<file path="config.mk">
export PLATFORM = sky130hd
export DESIGN_NAME = fetch_unit
export DESIGN_NICKNAME = d
export VERILOG_FILES = /design/src/rtl/fetch_unit.sv
export SDC_FILE = /design/constraint.sdc
export NUM_CORES = 1
export LEC_CHECK = 0
export CAP_MARGIN = 40
export CORE_UTILIZATION = 50
export CTS_BUF_LIST = sky130_fd_sc_hd__clkbuf_2 sky130_fd_sc_hd__clkbuf_4 sky130_fd_sc_hd__clkbuf_8
export CTS_CLUSTER_SIZE = 25
export DETAILED_ROUTE_END_ITERATION = 12
export PLACE_DENSITY = 0.69
export SYNTH_ARGS = -nofsm -noshare
export SYNTH_HDL_FRONTEND = slang
export SYNTH_SLANG_ARGS = --single-unit
</file>
<file path="constraint.sdc">
create_clock -name clk -period 4 [get_ports clk]
set_clock_uncertainty 0.15 [all_clocks]
set_input_delay 0.8 -clock clk [delete_from_list [all_inputs] [get_ports clk]]
set_output_delay 0.8 -clock clk [all_outputs]
set_load 0.01 [all_outputs]
</file>
<file path="src/rtl/fetch_unit.sv">
// fetch_unit: instruction-fetch stage holding the program counter, a
// word-addressed instruction memory and the next-PC logic.
//
// Ports:
//   clk, reset        clock; synchronous active-low reset
//   start             IDLE -> RUN request
//   prog_we/addr/data instruction-memory load port (IDLE only)
//   stall             freeze the stage for this cycle
//   branch_taken/_offset, jump/jump_target, jr/jr_addr
//                     redirect requests (priority jr > jump > branch)
//   instr, instr_pc, instr_pc4, instr_valid
//                     registered fetched word, its byte address, address+4
//   running, fault    FSM is in RUN / FAULT
//
// The fetch index is taken from pc[IDX_W+1:2], so ADDR_W must cover
// the whole memory (ADDR_W >= clog2(IMEM_DEPTH) + 2).
module fetch_unit #(
    parameter int              ADDR_W     = 32,
    parameter int              IMEM_DEPTH = 32,
    parameter logic [ADDR_W-1:0] RESET_PC = '0
) (
    input  logic                          clk,
    input  logic                          reset,
    input  logic                          start,
    input  logic                          prog_we,
    input  logic [$clog2(IMEM_DEPTH)-1:0] prog_addr,
    input  logic [31:0]                   prog_data,
    input  logic                          stall,
    input  logic                          branch_taken,
    input  logic [15:0]                   branch_offset,
    input  logic                          jump,
    input  logic [25:0]                   jump_target,
    input  logic                          jr,
    input  logic [ADDR_W-1:0]             jr_addr,
    output logic [31:0]                   instr,
    output logic [ADDR_W-1:0]             instr_pc,
    output logic [ADDR_W-1:0]             instr_pc4,
    output logic                          instr_valid,
    output logic                          running,
    output logic                          fault
);

    localparam int IDX_W = $clog2(IMEM_DEPTH);

    typedef enum logic [1:0] {
        S_IDLE  = 2'd0,
        S_RUN   = 2'd1,
        S_FAULT = 2'd2
    } state_t;

    state_t              state_q;
    logic [ADDR_W-1:0]   pc_q;
    logic [31:0]         instr_q;
    logic [ADDR_W-1:0]   instr_pc_q;
    logic                instr_valid_q;
    logic                running_q;
    logic                fault_q;

    logic [31:0]         mem [IMEM_DEPTH];

    logic [ADDR_W-1:0]   pc4_d;
    logic [ADDR_W-1:0]   boff_ext_d;
    logic [ADDR_W-1:0]   br_target_d;
    logic [ADDR_W-1:0]   j_target_d;
    logic [ADDR_W-1:0]   redir_target_d;
    logic                redirect_d;
    logic                pc_bad_d;
    logic [17:0]         boff18;
    logic [27:0]         jt28;

    assign pc4_d = instr_pc_q + ADDR_W'(4);

    // Word offset -> byte offset, sign-extended (or truncated) to ADDR_W.
    assign boff18 = {branch_offset, 2'b00};
    always_comb begin
        boff_ext_d = '0;
        for (int i = 0; i < ADDR_W; i++)
            boff_ext_d[i] = (i < 18) ? boff18[i] : boff18[17];
    end

    assign br_target_d = pc4_d + boff_ext_d;

    assign jt28 = {jump_target, 2'b00};
    generate
        if (ADDR_W > 28) begin : g_jwide
            assign j_target_d = {pc4_d[ADDR_W-1:28], jt28};
        end else begin : g_jnarrow
            assign j_target_d = jt28[ADDR_W-1:0];
        end
    endgenerate

    // Redirects only act on a live instruction; during a bubble they are dropped.
    assign redirect_d = instr_valid_q & (jr | jump | branch_taken);

    always_comb begin
        redir_target_d = br_target_d;
        if (jr)        redir_target_d = jr_addr;
        else if (jump) redir_target_d = j_target_d;
    end

    // Misaligned or past the end of memory. One extra bit keeps the
    // compare exact when IMEM_DEPTH fills the whole address space.
    assign pc_bad_d = (pc_q[1:0] != 2'b00) ||
                      ((ADDR_W+1)'(pc_q >> 2) >= (ADDR_W+1)'(IMEM_DEPTH));

    // Memory is deliberately not reset so a loaded program survives reset.
    always_ff @(posedge clk) begin
        if (reset && (state_q == S_IDLE) && prog_we)
            mem[prog_addr] <= prog_data;
    end

    always_ff @(posedge clk) begin
        if (!reset) begin
            state_q       <= S_IDLE;
            pc_q          <= RESET_PC;
            instr_q       <= '0;
            instr_pc_q    <= '0;
            instr_valid_q <= 1'b0;
            running_q     <= 1'b0;
            fault_q       <= 1'b0;
        end else begin
            case (state_q)
                S_IDLE: begin
                    pc_q <= RESET_PC;
                    if (start) begin
                        state_q   <= S_RUN;
                        running_q <= 1'b1;
                    end
                end
                S_RUN: begin
                    if (!stall) begin
                        // A redirect replaces the fall-through PC, so the
                        // range check applies only when nothing redirects.
                        if (redirect_d) begin
                            pc_q          <= redir_target_d;
                            instr_valid_q <= 1'b0;
                        end else if (pc_bad_d) begin
                            state_q       <= S_FAULT;
                            running_q     <= 1'b0;
                            fault_q       <= 1'b1;
                            instr_valid_q <= 1'b0;
                        end else begin
                            instr_q       <= mem[pc_q[IDX_W+1:2]];
                            instr_pc_q    <= pc_q;
                            instr_valid_q <= 1'b1;
                            pc_q          <= pc_q + ADDR_W'(4);
                        end
                    end
                end
                S_FAULT: begin
                    state_q <= S_FAULT;
                end
                default: begin
                    state_q   <= S_IDLE;
                    running_q <= 1'b0;
                    fault_q   <= 1'b0;
                end
            endcase
        end
    end

    assign instr       = instr_q;
    assign instr_pc    = instr_pc_q;
    assign instr_pc4   = pc4_d;
    assign instr_valid = instr_valid_q;
    assign running     = running_q;
    assign fault       = fault_q;

endmodule

</file>
==> summary.md, run 1 <==
| Metric | Value |
|---|---|
| Max clock buf depth | 3 |
| RD Place Congestion | 0.8993 |
| R2R setup slack | 210 ps |
| Design area | 0.05434 mm² |
| Cell Area, Placed | 0.05037 mm² |
| Int Pwr | ~19000 µW |
| Die height | 303.2 µm |
| Vias post-DR | around 24000 |
| Clock-pin slew on the worst setup and hold paths | 60 ps |
| Status | finished clean |
| Max IR drop VDD | 0.3458 mV |
| Reg-to-Reg Start | instr_pc[9] |
| Final TNS setup | 0 ps |
| Crit-path cells | ha_2 -> and4_4 -> nand2_2 -> nor4_1 -> xnor2_1 -> clkdlybuf4s50_1 |
| Mux contribution to synthesized area | 16.86% |
| Slew @ Worst Pin | 981.5 ps |
| Max frequency | between 200 and 300 MHz |
| Max incr delay on CP | 620 ps |
| Top Ports | 218 |
| Sequential share of power | 54.0% |
| Initial Util | 50.47% |
| Kind of launch point of the worst setup path | flip-flop |
| Reg2reg path depth | 16 |
| Largest family of logic cells by synthesized area | multiplexers |
| Synth Area in Simple Gates | 3.854% |
| Clk Tree Root Cell | clkbuf_8 |
| # port buffers | 217 |
| Slew Viols, Final | 0 |
| CP Max Fanout | 4 |
| Max_slew headroom | 34.36% |
| Pre-antenna DRT Iters | 5 |
| Crit path capture type | primary output |
| Ys Warns | 0 |
| Area grow syn2layout | 19.79% |
| Htree depth | 4 |
| Die W | 303.2 µm |
| Flops & latches, synth | approximately 1100 |
| Most used DFF post-synth | edfxtp_1 |
| 1st-iter DRT viols | between 2000 and 2500 |
| Cells after Synth | 2282 |
| GR Util All Layers | between 20% and 30% |
| Sequential-to-total area share from yosys stat | 72.25% |
| DP HPWL | approximately 70 mm |
| Minimum clock period | around 3900 ps |
| Final-layout fill cell count | between 6000 and 7000 |
| CTS sink count | roughly 1100 |
| Layout cells sized above 1 | 30.50% |
| Critical-path top delay cell | clkdlybuf4s50_1 |
| Delay-heaviest family, CP | simple AND/OR/NAND/NOR gates |
| Synth unique cells | 76 |
| Req. time, crit path | 3050 ps |
| WHS | 301.1 ps |
| CTS tree | done |
| Overflow after GRT | 0 |
| Placed cells | ~3700 |
| PD cells | 443.3 mW/mm² |
| HP Start | pc_q[29] |
| Post-synthesis xor/xnor area fraction | 0.9655% |
| Worst Path Arrival | 2910 ps |
| Post-Route WL | 114.7 mm |
| Fin nets | a little under 3000 |
| Footprint of the multi-input gates | 0.01237 mm² |
| Cell Rows | 110 |
| CP Buf/Inv Count | 1 |
| WS Path Type | reg2out |
| CTS Buf Count | around 180 |
| Post-synth net total | 2442 |
| Vias/cell | 5.987 |
| Placeable Area | 0.08987 mm² |
| Final hold vios | 0 |
| Compound-Gate Fraction of Synth Area | 3.509% |
| RSZ-0062 raised after global routing | yes |
| Period utilisation layout | 96.40% |
| Synthesized-area fraction occupied by adder cells | 1.148% |
| Leakage | around 0.018 µW |
| Post-synth EDFFs | 1024 |
| First-pass GRT wire length | 166.2 mm |
| Initial antenna violation count | 9 |
| Sw Pwr | approximately 5300 µW |
| Non-filler cells, final | 4074 |
| Post-CTS Hold Fix Bufs | 0 |
| Clk network pwr share | 39.6% |
| R2r endpoint | pc_q[27] |
| Setup-failing EPs final | 0 |
| Syn_area_per_cell | approximately 20 µm² |
| Post-synth ARST share | 0% |
| Hold Path Class | reg2reg |
| Vias in the first global route | 25085 |
| Storage cell area | 0.03279 mm² |
| Antenna Violating Nets Remaining | 0 |
| Sw Ratio | 22.15% |
| Wire per inst | around 28 µm |
| Remaining DRCs | 0 |
| Hold endpoint | pc_q[29] |
| Synth Cell Area | 0.04536 mm² |
| Largest net degree at the start of global routing | 106 |
| Clk_lat worst skew | 810 ps |
| Combinational share of power | 6.4% |
| Max-cap violations | 0 |
| Hold depth | 2 |
| DIE AREA | 0.09192 mm² |
synth_stat cells (12+ instances only):
cell type  instances  area share (%)
edfxtp_1        1024              68
mux4_2           320              16
nand2_1          114            0.94
dfxtp_1          101             4.5
nor2_1            68            0.56
clkbuf_1          66            0.55
mux2i_1           44            0.97
a21oi_1           41            0.45
ha_1              40             1.1
xnor2_1           37            0.71
and2_1            33            0.46
o211a_1           33            0.73
nand3_1           31            0.34
o21ai_0           27            0.30
buf_2             24            0.26
nor2b_1           20            0.28
o211ai_1          18            0.30
inv_1             17            0.14
o21ai_1           17            0.19
buf_4             15            0.25
a21o_1            14            0.23
xor2_1            13            0.25
nand4_1           12            0.17
per-layer routing:
layer / vias to the layer above / global-route usage (%) / share of wire (%)
li1: 10425 / - / -
met1: 12697 / 34.40 / 40
met2: 1069 / 41.25 / 49
met3: 185 / 5.547 / 8.0
met4: 14 / 7.885 / 2.4
met5: - / 0 / 0.071
sequential cells by signal, indices dropped and copies added, names as in the netlist:
name and flops:
fault 1, instr_pc 32, instr_valid 1, pc_q 32, instr 32, mem 1024, state_q 2, running 1
through the flow:
step                util, %  total power [µW]  setup slack, ps
floorplan                 -             14000            216.2
global placement      55.86             14720           -92.23
detailed placement    56.04             14770           -108.9
CTS                   60.17             24280          -0.2613
global route          60.46             24910           -53.68
finish                60.46             24090            144.2
worst min-delay path: stages (launching register included):
cell	delay, ps
dfxtp_1	320
nand2_1	50
nand3_1	50
kinds of logic (layout without fill, tap and decap cells):
group,after synthesis,count (layout)
flops,1125,1125
mux,364,364
simple gates,347,347
compound gates,219,219
buf+inv,136,749
xor+xnor,50,50
fa+ha+maj,41,41
other cells,0,3
layout by cell type (no fill, tap or decap), drive strengths merged, types with 37 or more instances in the layout:
cell	n
dfxtp	101
ha	40
nand2	114
clkbuf	268
mux2i	44
o21ai	46
edfxtp	1024
clkinv	51
xnor2	37
a21oi	41
nor2	68
mux4	320
clkdlybuf4s50	201
buf	187
power by group through the flow:
| stage | combinational [µW] | sequential [µW] | clock, µW |
|---|---|---|---|
| 2_1_floorplan | 737 | 13300 | 0 |
| 3_3_place_gp | 1470 | 13300 | 0 |
| 3_5_place_dp | 1520 | 13300 | 0 |
| 4_1_cts | 1520 | 13000 | 9740 |
| 5_1_grt | 1640 | 13000 | 10300 |
| 6_report | 1540 | 13000 | 9540 |
repair_timing:
item	CTS	global route
buffers inserted	7	1
gates resized for setup	39	13
pin swaps	6	3
setup endpoints to repair	19	11
how the worst max path moves through the flow:
stage | startpoint | end | depth (start not counted)
6_report | instr_pc[2] | instr_pc4[18] | 6
5_1_grt | instr_pc[2] | instr_pc4[18] | 6
4_1_cts | instr_pc[2] | instr_pc4[22] | 9
3_5_place_dp | branch_offset[0] | pc_q[30] | 13
3_3_place_gp | branch_offset[0] | pc_q[30] | 13
2_1_floorplan | instr_pc[2] | pc_q[27] | 16
final cells by class:
type,instances,share of cell area (%)
Clock buffer,268,5.879
Clock inverter,62,0.6309
Sequential cell,1125,60.35
Timing Repair Buffer,401,7.518
Antenna cell,3,0.01382
Tap cell,1176,2.708
Inverter,18,0.1243
Multi-Input combinational cell,1021,22.77
Note: power is estimated with default switching activity, not from simulation.
==> run 2: changes to the inputs <==
- CELL_PAD_IN_SITES_DETAIL_PLACEMENT: default -> 2
- CELL_PAD_IN_SITES_GLOBAL_PLACEMENT: default -> 2
- CORE_UTILIZATION: 50 -> 49
- PLACE_DENSITY: 0.69 -> 0.83
==> run 2 against run 1 <==
The flow now finishes with violations (setup timing). Count of clock-buffer cells in the layout increased by 3. Flip-flop and latch count unchanged. Maximum frequency fell by 4.3%. Worst hold slack better by 23 ps. First-iteration DRC count grew 110%. Critical path depth rose by 7. Sequential share of layout area down 0.77 points. Worst setup slack worse by 170 ps. Global-route usage grew 13 points. Register-to-register slack worse by 240 ps. Largest power group unchanged.
==> summary.md, run 2 (same netlist as run 1, synthesis figures left out) <==
| Metric | Value |
|---|---|
| CTS tree | done |
| Wire per inst | 46.47 µm (+65%) |
| Vias/cell | 7.072 (+18%) |
| Remaining DRCs | 0 (unchanged) |
| Final core occ | 60.07% (-0.38 points) |
| Die W | 306.3 µm (+1.0%) |
| Clk network pwr share | 42.4% (+2.8 points) |
| Setup-failing EPs final | 2 (+2) |
| DP HPWL | 97.23 mm (+40%) |
| Fin nets | 2942 (+1.3%) |
| Most frequent cells in the layout | edfxtp_1 (1024), mux4_2 (320), clkdlybuf4s50_1 (200), clkbuf_8 (193), buf_4 (146) |
| CTS sink count | 1125 (unchanged) |
| Setup WS pre-CTS | -223.1 ps (-114.2 ps) |
| First-pass GRT wire length | 244.4 mm (+47%) |
| Sequential share of power | 50.5% (-3.5 points) |
| Period utilisation layout | 100.8% (+4.4 points) |
| Max IR drop VDD | 0.5918 mV (+71%) |
| Overflow after GRT | 0 (unchanged) |
| Post-Route WL | 191.8 mm (+67%) |
| Clock-pin slew on the worst setup and hold paths | 80 ps (+20 ps) |
| Top Ports | 218 (unchanged) |
| Failing checks | setup timing |
| # port buffers | 217 (unchanged) |
| CTS Buf Count | 182 (+2.8%) |
| Most common cell after layout, fill and taps aside | edfxtp_1 |
| Max-cap violations | 0 (unchanged) |
| Most flops, register | mem |
| Cell Area, Placed | 0.05045 mm² (+0.16%) |
| Placeable Area | 0.09166 mm² (+2.0%) |
| Sw Pwr | 6900 µW (+29%) |
| Area grow syn2layout | 21.40% |
| CP Max Fanout | 6 (+2) |
| Pre-antenna DRT Iters | 6 (+1) |
| Placed cells | 3736 (+0.43%) |
| Cell Rows | 111 (+0.91%) |
| Max reg flops | 1024 (unchanged) |
| Layout cells sized above 1 | 32.54% (+2.0 points) |
| Max_slew headroom | 29.99% (-4.4 points) |
| RSZ-0062 raised after global routing | yes |
| Slew Viols, Final | 0 (unchanged) |
| PD cells | 468.5 mW/mm² (+5.7%) |
| Minimum clock period | 4030 ps (+174.4 ps) |
| Non-filler cells, final | 4126 (+1.3%) |
| Int Pwr | 18900 µW (+0.78%) |
| Antenna Violating Nets Remaining | 0 (unchanged) |
| Vias in the first global route | 29445 (+17%) |
| Clk Tree Root Cell | clkbuf_8 |
| Setup ws final | -30.23 ps (-174.4 ps) |
| Htree depth | 4 (unchanged) |
| Final hold vios | 0 (unchanged) |
| GR Util All Layers | 37.95% (+13 points) |
| Final TNS setup | -55.30 ps (-55.30 ps) |
| Max frequency | 248.1 MHz (-4.3%) |
| Combinational share of power | 7.1% (+0.7 points) |
| Initial antenna violation count | 14 (+5) |
| WS Path Type | reg2reg |
| Slew @ Worst Pin | 1050 ps (+68.66 ps) |
| Sw Ratio | 26.75% (+4.6 points) |
| Status | finished, violations left |
| Vias post-DR | 29180 (+20%) |
| Clk_lat worst skew | 910 ps (+100 ps) |
| Die height | 306.3 µm (+1.0%) |
| Design area | 0.05507 mm² (+1.3%) |
| Worst Path Arrival | 4620 ps (+1710 ps) |
| Crit path capture type | flip-flop |
| Max clock buf depth | 3 (unchanged) |
| Kind of launch point of the worst setup path | flip-flop |
| Leakage | 0.01808 µW (+2.0%) |
| DIE AREA | 0.09379 mm² (+2.0%) |
| Req. time, crit path | 4590 ps (+1540 ps) |
| RD Place Congestion | 0.8984 (-0.10%) |
| Initial Util | 49.48% (-0.99 points) |
| 1st-iter DRT viols | 4852 (+110%) |
| Hold Path Class | reg2reg |
| Largest net degree at the start of global routing | 72 (-32%) |
-- run 2: layer usage --
layer	GRT usage [%]	wire (µm)
met5	0	112
met2	61.35	91920
met3	7.244	21400
met4	13.19	9011
met1	51.97	69300
-- run 2: area by class of cell --
type,instances,area [µm²]
sequential,1125,32810
antenna,5,12.51
clock buffer,271,3242
timing repair buffer,434,4532
clock inverter,66,340.3
fill,7243,36600
inverter,18,67.56
tap,1186,1484
multi-input combinational,1021,12580
-- run 2: final timing paths --
kind | start | end | slack, ps | depth (start not counted)
setup / recovery | instr_pc[9] | pc_q[28] | -30 | 13
hold reg to reg | pc_q[18] | pc_q[18] | 320 | 2
setup reg to reg | instr_pc[9] | pc_q[28] | -30 | 13
hold / removal | pc_q[18] | pc_q[18] | 320 | 2
-- run 2: worst max-delay path, cell delays in order, from the launching register on --
cell and delay [ps]:
dfxtp_1 360, and4_4 250, nand3_4 100, buf_6 170
nor4_4 400, xnor2_2 220, ha_1 380, o21a_1 240
a21oi_2 200, o21bai_1 120, a221o_1 430, o41ai_4 470
mux2i_1 290, o21ai_1 110
-- run 2: repair_timing --
item	CTS	global route
setup buffers	14	11
resized for setup	62	55
hold buffers	0	0
endpoints found under the setup margin	30	11
pin swaps	8	24
-- run 2: power by group through the flow --
stage	Clock (µW)	Sequential, µW	Combinational [µW]
global route	11300	13000	1860
CTS	10600	13000	1700
detailed placement	0	13300	1620
global placement	0	13200	1450
finish	10900	13000	1830
floorplan	0	13300	737
-- run 2: metrics by stage --
step / power (µW) / hold WS (ps)
after detailed placement: 14900 / 311.0
after global routing: 26210 / 357.1
final: 25800 / 324.5
after global placement: 14700 / 293.3
after floorplan: 14000 / 275.7
after CTS: 25290 / 323.0
==> run 3: changes to the inputs <==
- CTS_CLUSTER_DIAMETER: default -> 150
- REMOVE_ABC_BUFFERS: default -> 1
- SLEW_MARGIN: default -> 20
==> run 3 against run 2 <==
The run now ends clean. Final cell count shrank 7.5%. First-iteration DRC count shrank 22%. Core utilization shrank 3.8 points. Global-route usage shrank 2.5 points. Critical endpoint is now pc_q[31]. Flip-flop and latch count is the same. Register-to-register slack gained 170 ps. Via count shrank 9.0%. Non-clock buffer count shrank 70. Worst hold slack lost 9.6 ps. Count of clock-buffer cells in the layout shrank 181. Routed wire length shrank 11%. Sequential share of layout area grew 4.0 points.
==> summary.md, run 3 (same netlist as run 1, synthesis figures left out) <==
| Metric | Value |
|---|---|
| Sw Ratio | 24.57% (-2.2 points) |
| Post-Route WL | 170.9 mm (-11%) |
| Top Ports | 218 (unchanged) |
| Max IR drop VDD | 0.3600 mV (-39%) |
| Vias post-DR | 26566 (-9.0%) |
| Vias/cell | 6.964 (-1.5%) |
| Sequential share of power | 64.8% (+14 points) |
| DP HPWL | 95.17 mm (-2.1%) |
| DIE AREA | 0.09379 mm² (unchanged) |
| CTS Buf Count | 50 (-73%) |
| Placeable Area | 0.09166 mm² (unchanged) |
| Area grow syn2layout | 13.72% |
| Max frequency | 259.1 MHz (+4.4%) |
| Status | finished clean |
| Clk_lat worst skew | 770 ps (-140 ps) |
| Most flops, register | mem |
| Max clock buf depth | 3 (unchanged) |
| Leakage | 0.01625 µW (-10%) |
| Clk network pwr share | 26.8% (-16 points) |
| Overflow after GRT | 0 (unchanged) |
| Slew Viols, Final | 0 (unchanged) |
| Clk Tree Root Cell | clkbuf_8 |
| Top cell by count, worst path | buf_4 |
| Remaining DRCs | 0 (unchanged) |
| R2r endpoint | pc_q[31] |
| # port buffers | 217 (unchanged) |
| Most common cell after layout, fill and taps aside | edfxtp_1 |
| Cell Area, Placed | 0.05026 mm² (-0.37%) |
| Fin nets | 2740 (-6.9%) |
| Vias in the first global route | 27608 (-6.2%) |
| CTS tree | done |
| Layout cells sized above 1 | 25.38% (-7.2 points) |
| Hold Path Class | in2reg |
| Req. time, crit path | 4580 ps (about the same) |
| Final hold vios | 0 (unchanged) |
| 1st-iter DRT viols | 3798 (-22%) |
| Max incr delay on CP | 420 ps (-50 ps) |
| Antenna Violating Nets Remaining | 0 (unchanged) |
| First-pass GRT wire length | 229.2 mm (-6.2%) |
| Wire per inst | 44.79 µm (-3.6%) |
| CTS sink count | 1125 (unchanged) |
| Sw Pwr | 4939 µW (-28%) |
| Most frequent cells in the layout | edfxtp_1 (1024), mux4_2 (320), clkdlybuf4s50_1 (185), nand2_1 (113), buf_4 (87) |
| Max reg flops | 1024 (unchanged) |
| Pre-antenna DRT Iters | 5 (-1) |
| Worst Path Arrival | 4440 ps (-180 ps) |
| GR Util All Layers | 35.42% (-2.5 points) |
| PD cells | 389.7 mW/mm² (-17%) |
| CP Max Fanout | 5 (-1) |
| RD Place Congestion | 0.8777 (-2.3%) |
| Hold depth | 1 (-1) |
| RSZ-0062 raised after global routing | no |
| Crit path capture type | flip-flop |
| Setup-failing EPs final | 0 (-2) |
| Slew @ Worst Pin | 917.8 ps (-132.4 ps) |
| R2R setup slack | 140 ps (+170 ps) |
| Max-cap violations | 0 (unchanged) |
| Minimum clock period | 3859 ps (-170.8 ps) |
| Largest net degree at the start of global routing | 63 (-13%) |
| Die W | 306.3 µm (unchanged) |
| Design area | 0.05158 mm² (-6.3%) |
| Hold endpoint | mem[5][17] |
| Critical-path top delay cell | a2111oi_1 |
| HP Start | prog_data[17] |
| Reg2reg path depth | 16 (+3) |
| Non-filler cells, final | 3815 (-7.5%) |
| Reg-to-Reg Start | instr_pc[18] |
| Crit-path cells | and4_4 -> nand3_2 -> nor4_4 -> buf_6 -> buf_4 -> nand4_1 -> xnor2_2 -> buf_4 -> ha_1 -> a21o_1 -> a21oi_1 -> nor2_1 -> a2111oi_1 -> o211ai_1 -> nand4b_1 -> nand3_1 |
| Kind of launch point of the worst setup path | flip-flop |
| Combinational share of power | 8.4% (+1.3 points) |
| Post-CTS Hold Fix Bufs | 0 (unchanged) |
| Period utilisation layout | 96.49% (-4.3 points) |
| Max_slew headroom | 38.81% (+8.8 points) |
| Clock-pin slew on the worst setup and hold paths | 180 ps (+100 ps) |
| Initial Util | 49.48% (unchanged) |
| Placed cells | 3695 (-1.1%) |
| WS Path Type | reg2reg |
| Final core occ | 56.27% (-3.8 points) |
| Final-layout fill cell count | 7572 (+4.5%) |
| Die height | 306.3 µm (unchanged) |
| Initial antenna violation count | 11 (-3) |
| Htree depth | 2 (-2) |
| Pwr Total | 20100 µW (-22%) |
| Int Pwr | 15160 µW (-20%) |
| Cell Rows | 111 (unchanged) |
==> run 3: cell types whose count changed in the layout (fill, tap and decap cells not counted), sizes merged <==
cell	delta
clkinvlp	-7
buf	-52
diode	+4
bufinv	-1
inv	-2
clkdlybuf4s50	-15
dlygate4sd2	-3
clkinv	-54
clkbuf	-181
==> run 3: metrics by stage <==
step,setup WS (ps),hold slack [ps],setup TNS [ps]
after floorplan,-8336,275.7,-330800
after global placement,-94.92,292.2,-234.8
after detailed placement,-175.6,304.1,-692.9
after CTS,-49.20,325.6,-49.20
after global routing,24.21,306.1,0
final,140.5,314.9,0
==> run 3: repair_timing <==
item | 4_1_cts | 5_1_grt
resized for setup | 30 | 14
buffers inserted | 7 | 2
pin swaps | 5 | 3
setup endpoints to repair | 18 | 11
==> run 3: layer usage <==
| metal | wire length, µm | global-route usage (%) | vias up | share of wire [%] |
|---|---|---|---|---|
| met5 | 60 | 0 | - | 0.035 |
| met3 | 15800 | 4.776 | 337 | 9.2 |
| li1 | - | - | 9954 | - |
| met2 | 83920 | 59.27 | 1900 | 49 |
| met4 | 6233 | 9.907 | 8 | 3.6 |
| met1 | 64870 | 49.07 | 14367 | 38 |
==> run 3: how the worst max path moves through the flow <==
| stage | start | to | slack (ps) | cells past startpoint |
|---|---|---|---|---|
| 5_1_grt | instr_pc[9] | instr_pc4[19] | 20 | 7 |
| 2_1_floorplan | pc_q[2] | instr[0] | -8340 | 5 |
| 6_report | instr_pc[18] | pc_q[31] | 140 | 16 |
| 3_5_place_dp | branch_offset[0] | pc_q[24] | -180 | 13 |
| 3_3_place_gp | branch_offset[0] | pc_q[30] | -90 | 13 |
| 4_1_cts | instr_pc[2] | instr_pc4[26] | -50 | 9 |
==> run 3: cell type report <==
| type | instances | area, µm² | area share (%) |
|---|---|---|---|
| sequential | 1125 | 32800 | 63.59 |
| antenna | 9 | 22.52 | 0.04366 |
| timing repair buffer | 364 | 3877 | 7.517 |
| multi-input combinational | 1021 | 12320 | 23.88 |
| tap | 1186 | 1484 | 2.877 |
| inverter | 18 | 67.56 | 0.1310 |
| clock buffer | 90 | 988.4 | 1.916 |
| clock inverter | 2 | 20.02 | 0.03881 |
==> run 3: critical path: cells and delay by family, from the launching register on <==
family | cells | cell delay (ps)
compound gates | 4 | 1090
xor+xnor | 1 | 220
simple gates | 7 | 1250
flops | 1 | 380
fa+ha+maj | 1 | 270
buf+inv | 3 | 460
==> run 3: power groups by stage <==
stage	registers, µW	clock network, µW	logic [µW]
6_report	13000	5390	1690
5_1_grt	13000	5690	1740
4_1_cts	13000	5310	1650
3_5_place_dp	13300	0	1610
3_3_place_gp	13300	0	1460
2_1_floorplan	13300	0	759
==> RTL change: new RTL, config.mk and constraints of run 2 <==
Add an input register stage for `branch_offset` and `jump_target`, with the module's reset; this delays them by one clock. The other inputs are not delayed to match.
--- a/src/rtl/fetch_unit.sv
+++ b/src/rtl/fetch_unit.sv
@@ -49,4 +49,17 @@
     } state_t;
 
+    logic [15:0] branch_offset_q;
+    logic [25:0] jump_target_q;
+
+    always_ff @(posedge clk) begin
+        if (!reset) begin
+            branch_offset_q <= '0;
+            jump_target_q   <= '0;
+        end else begin
+            branch_offset_q <= branch_offset;
+            jump_target_q   <= jump_target;
+        end
+    end
+
     state_t              state_q;
     logic [ADDR_W-1:0]   pc_q;
@@ -72,5 +85,5 @@
 
     // Word offset -> byte offset, sign-extended (or truncated) to ADDR_W.
-    assign boff18 = {branch_offset, 2'b00};
+    assign boff18 = {branch_offset_q, 2'b00};
     always_comb begin
         boff_ext_d = '0;
@@ -81,5 +94,5 @@
     assign br_target_d = pc4_d + boff_ext_d;
 
-    assign jt28 = {jump_target, 2'b00};
+    assign jt28 = {jump_target_q, 2'b00};
     generate
         if (ADDR_W > 28) begin : g_jwide
Function: same outputs for any inputs over 4 cycles, from zero or initial values and one cycle with reset low; that may be too few to reach the edited logic, so the function may still have changed.
==> RTL change against run 2 <==
- the run still ends with setup timing left
- synthesized area up 2.9%
- sequential cell count increased by 42
- clock power up 10%
- final area up 3.4%
- routed wire length increased by 10%
- total power increased by 8.7%
- setup slack got worse by 0.10 ns
- combinational power rose by 37%
- critical endpoint is now pc_q[20]$_SDFFE_PN0P_
- highest routed layer unchanged
==> RTL change: results (changes against run 2) <==
- After synthesis, the most frequently instantiated cells are 1024 x edfxtp_1, 320 x mux4_2, 143 x dfxtp_1, 120 x nand2_1, 85 x clkbuf_1.
- The number of buffers added by the clock tree synthesis step is 189 (+3.8%).
- The run finished, with violations left.
- The slowest stage of the critical path is the a31oi_1 cell.
- The final-report setup violation count is 8 (+6).
- The final layout net count was 3060 (+4.0%).
- The wire length after detailed routing came to 212 mm (+10%).
- The total iterations of the first detailed-routing run is 5 (-1).
- The final reports fail on setup timing.
- The violation count after the first detailed-routing iteration is 5225 (+7.7%).
- The arrival time at the worst endpoint came to 4.74 ns (+0.12 ns).
- The placed wire-length estimate is 103 mm (+5.9%).
- The global-route wire length before repair is 265 mm (+8.6%).
- The leakage power is 18.9 nW (+4.5%).
- The endpoint of the worst setup timing path is pc_q[20]$_SDFFE_PN0P_.
- The number of global-route vias before repair came to 30900 (+5.1%).
- The final weighted congestion of routability-driven global placement is 0.889 (-1.1%).
- The minimum setup slack in the final design is -0.132 ns (-0.102 ns).
- The cell internal power dissipation is 20.2 mW (+7.0%).
- The register share of total power is 0.481 (-0.024).
- The total nets after synthesis is 2581 (+5.7%).
- The fraction of layout instances using a drive strength above 1 came to 0.319 (-0.00597).
- The normalized max-slew margin is 0.329 (+0.0288).
- The overall power after layout is 28.0 mW (+8.7%).
- The power dissipated in combinational cells was 2.50 mW (+37%).
- The maximum net fanout on the critical path came to 5 (-1).
- The number of cells on the worst reg-to-reg path is 14 (+1).
- The total global-route track usage is 0.401 (+0.0217).
- The maximum number of pins on one net before global-route repair came to 83 (+15%).
- The reg-to-reg critical path startpoint is instr_pc[7]$_SDFFE_PN0P_.
-- RTL change: cell count changes in the layout (fill, tap and decap cells not counted), sizes merged, moves of 5 or more --
cell	run 2	this run
clkbuf	271	290
xnor2	37	32
inv	21	27
nand2	114	120
nor2b	20	14
a31oi	4	11
clkinvlp	7	1
buf	223	202
and2	33	51
o21ai	46	54
dfxtp	101	143
and3	9	40
nor2	68	77
a22oi	1	7
-- RTL change: final cells by class --
| type | count | area [um2] |
|---|---|---|
| fill | 7476 | 36900 |
| sequential | 1167 | 33600 |
| multi-input combinational | 1105 | 13200 |
| timing repair buffer | 418 | 4490 |
| clock buffer | 287 | 3470 |
| tap | 1254 | 1570 |
| clock inverter | 69 | 464 |
| inverter | 19 | 71.3 |
| antenna | 8 | 20.0 |
-- RTL change: cells by family after synthesis --
logic type                 Yosys count  synth area share
buffers and inverters              149            0.0145
adders and majority gates           41            0.0112
and+or+nand+nor                    408            0.0443
DFF                               1167             0.720
xor gates and xnor gates            46           0.00863
muxes                              361             0.163
AOI/OAI and AO/OA                  249            0.0380
-- RTL change: per-stage QoR --
stage | TNS, ns | worst slack [ns] | area [um2] | util | std cells
global route | -0.777 | -0.118 | 56900 | 0.606 | 4323
finish | -0.487 | -0.132 | 57000 | 0.607 | 4327
floorplan | 0 | 0.195 | 46700 | - | 2421
global placement | -0.107 | -0.107 | 51700 | 0.551 | 3907
CTS | -0.0427 | -0.0292 | 56100 | 0.597 | 4280
detailed placement | -0.296 | -0.127 | 51800 | 0.552 | 3915
-- RTL change: worst min path at each step --
stage / start / end / slack [ns]
2_1_floorplan: pc_q[23]$_SDFFE_PN0P_ / pc_q[23]$_SDFFE_PN0P_ / 0.28
3_3_place_gp: pc_q[23]$_SDFFE_PN0P_ / pc_q[23]$_SDFFE_PN0P_ / 0.30
3_5_place_dp: pc_q[23]$_SDFFE_PN0P_ / pc_q[23]$_SDFFE_PN0P_ / 0.31
4_1_cts: jump_target[13] / jump_target_q[13]$_SDFF_PN0_ / 0.26
5_1_grt: jump_target[13] / jump_target_q[13]$_SDFF_PN0_ / 0.29
6_report: pc_q[23]$_SDFFE_PN0P_ / pc_q[23]$_SDFFE_PN0P_ / 0.32
-- RTL change: critical path: cells and delay by family, from the launching register on --
| family | cells | cell delay [ns] |
|---|---|---|
| xor gates and xnor gates | 1 | 0.32 |
| and+or+nand+nor | 6 | 1.33 |
| DFF | 1 | 0.36 |
| adders and majority gates | 1 | 0.35 |
| AOI/OAI and AO/OA | 6 | 1.49 |
-- RTL change: per-layer routing --
layer  wire [um]  GRT usage
met3       25200     0.0802
met5          69          0
met2      101000      0.653
met4       11800      0.159
met1       73800      0.534
-- RTL change: repair_timing --
item	CTS	global route
cloned	0	0
endpoints found under the setup margin	38	37
setup buffers	9	15
pin swaps	10	27
resized for setup	63	79
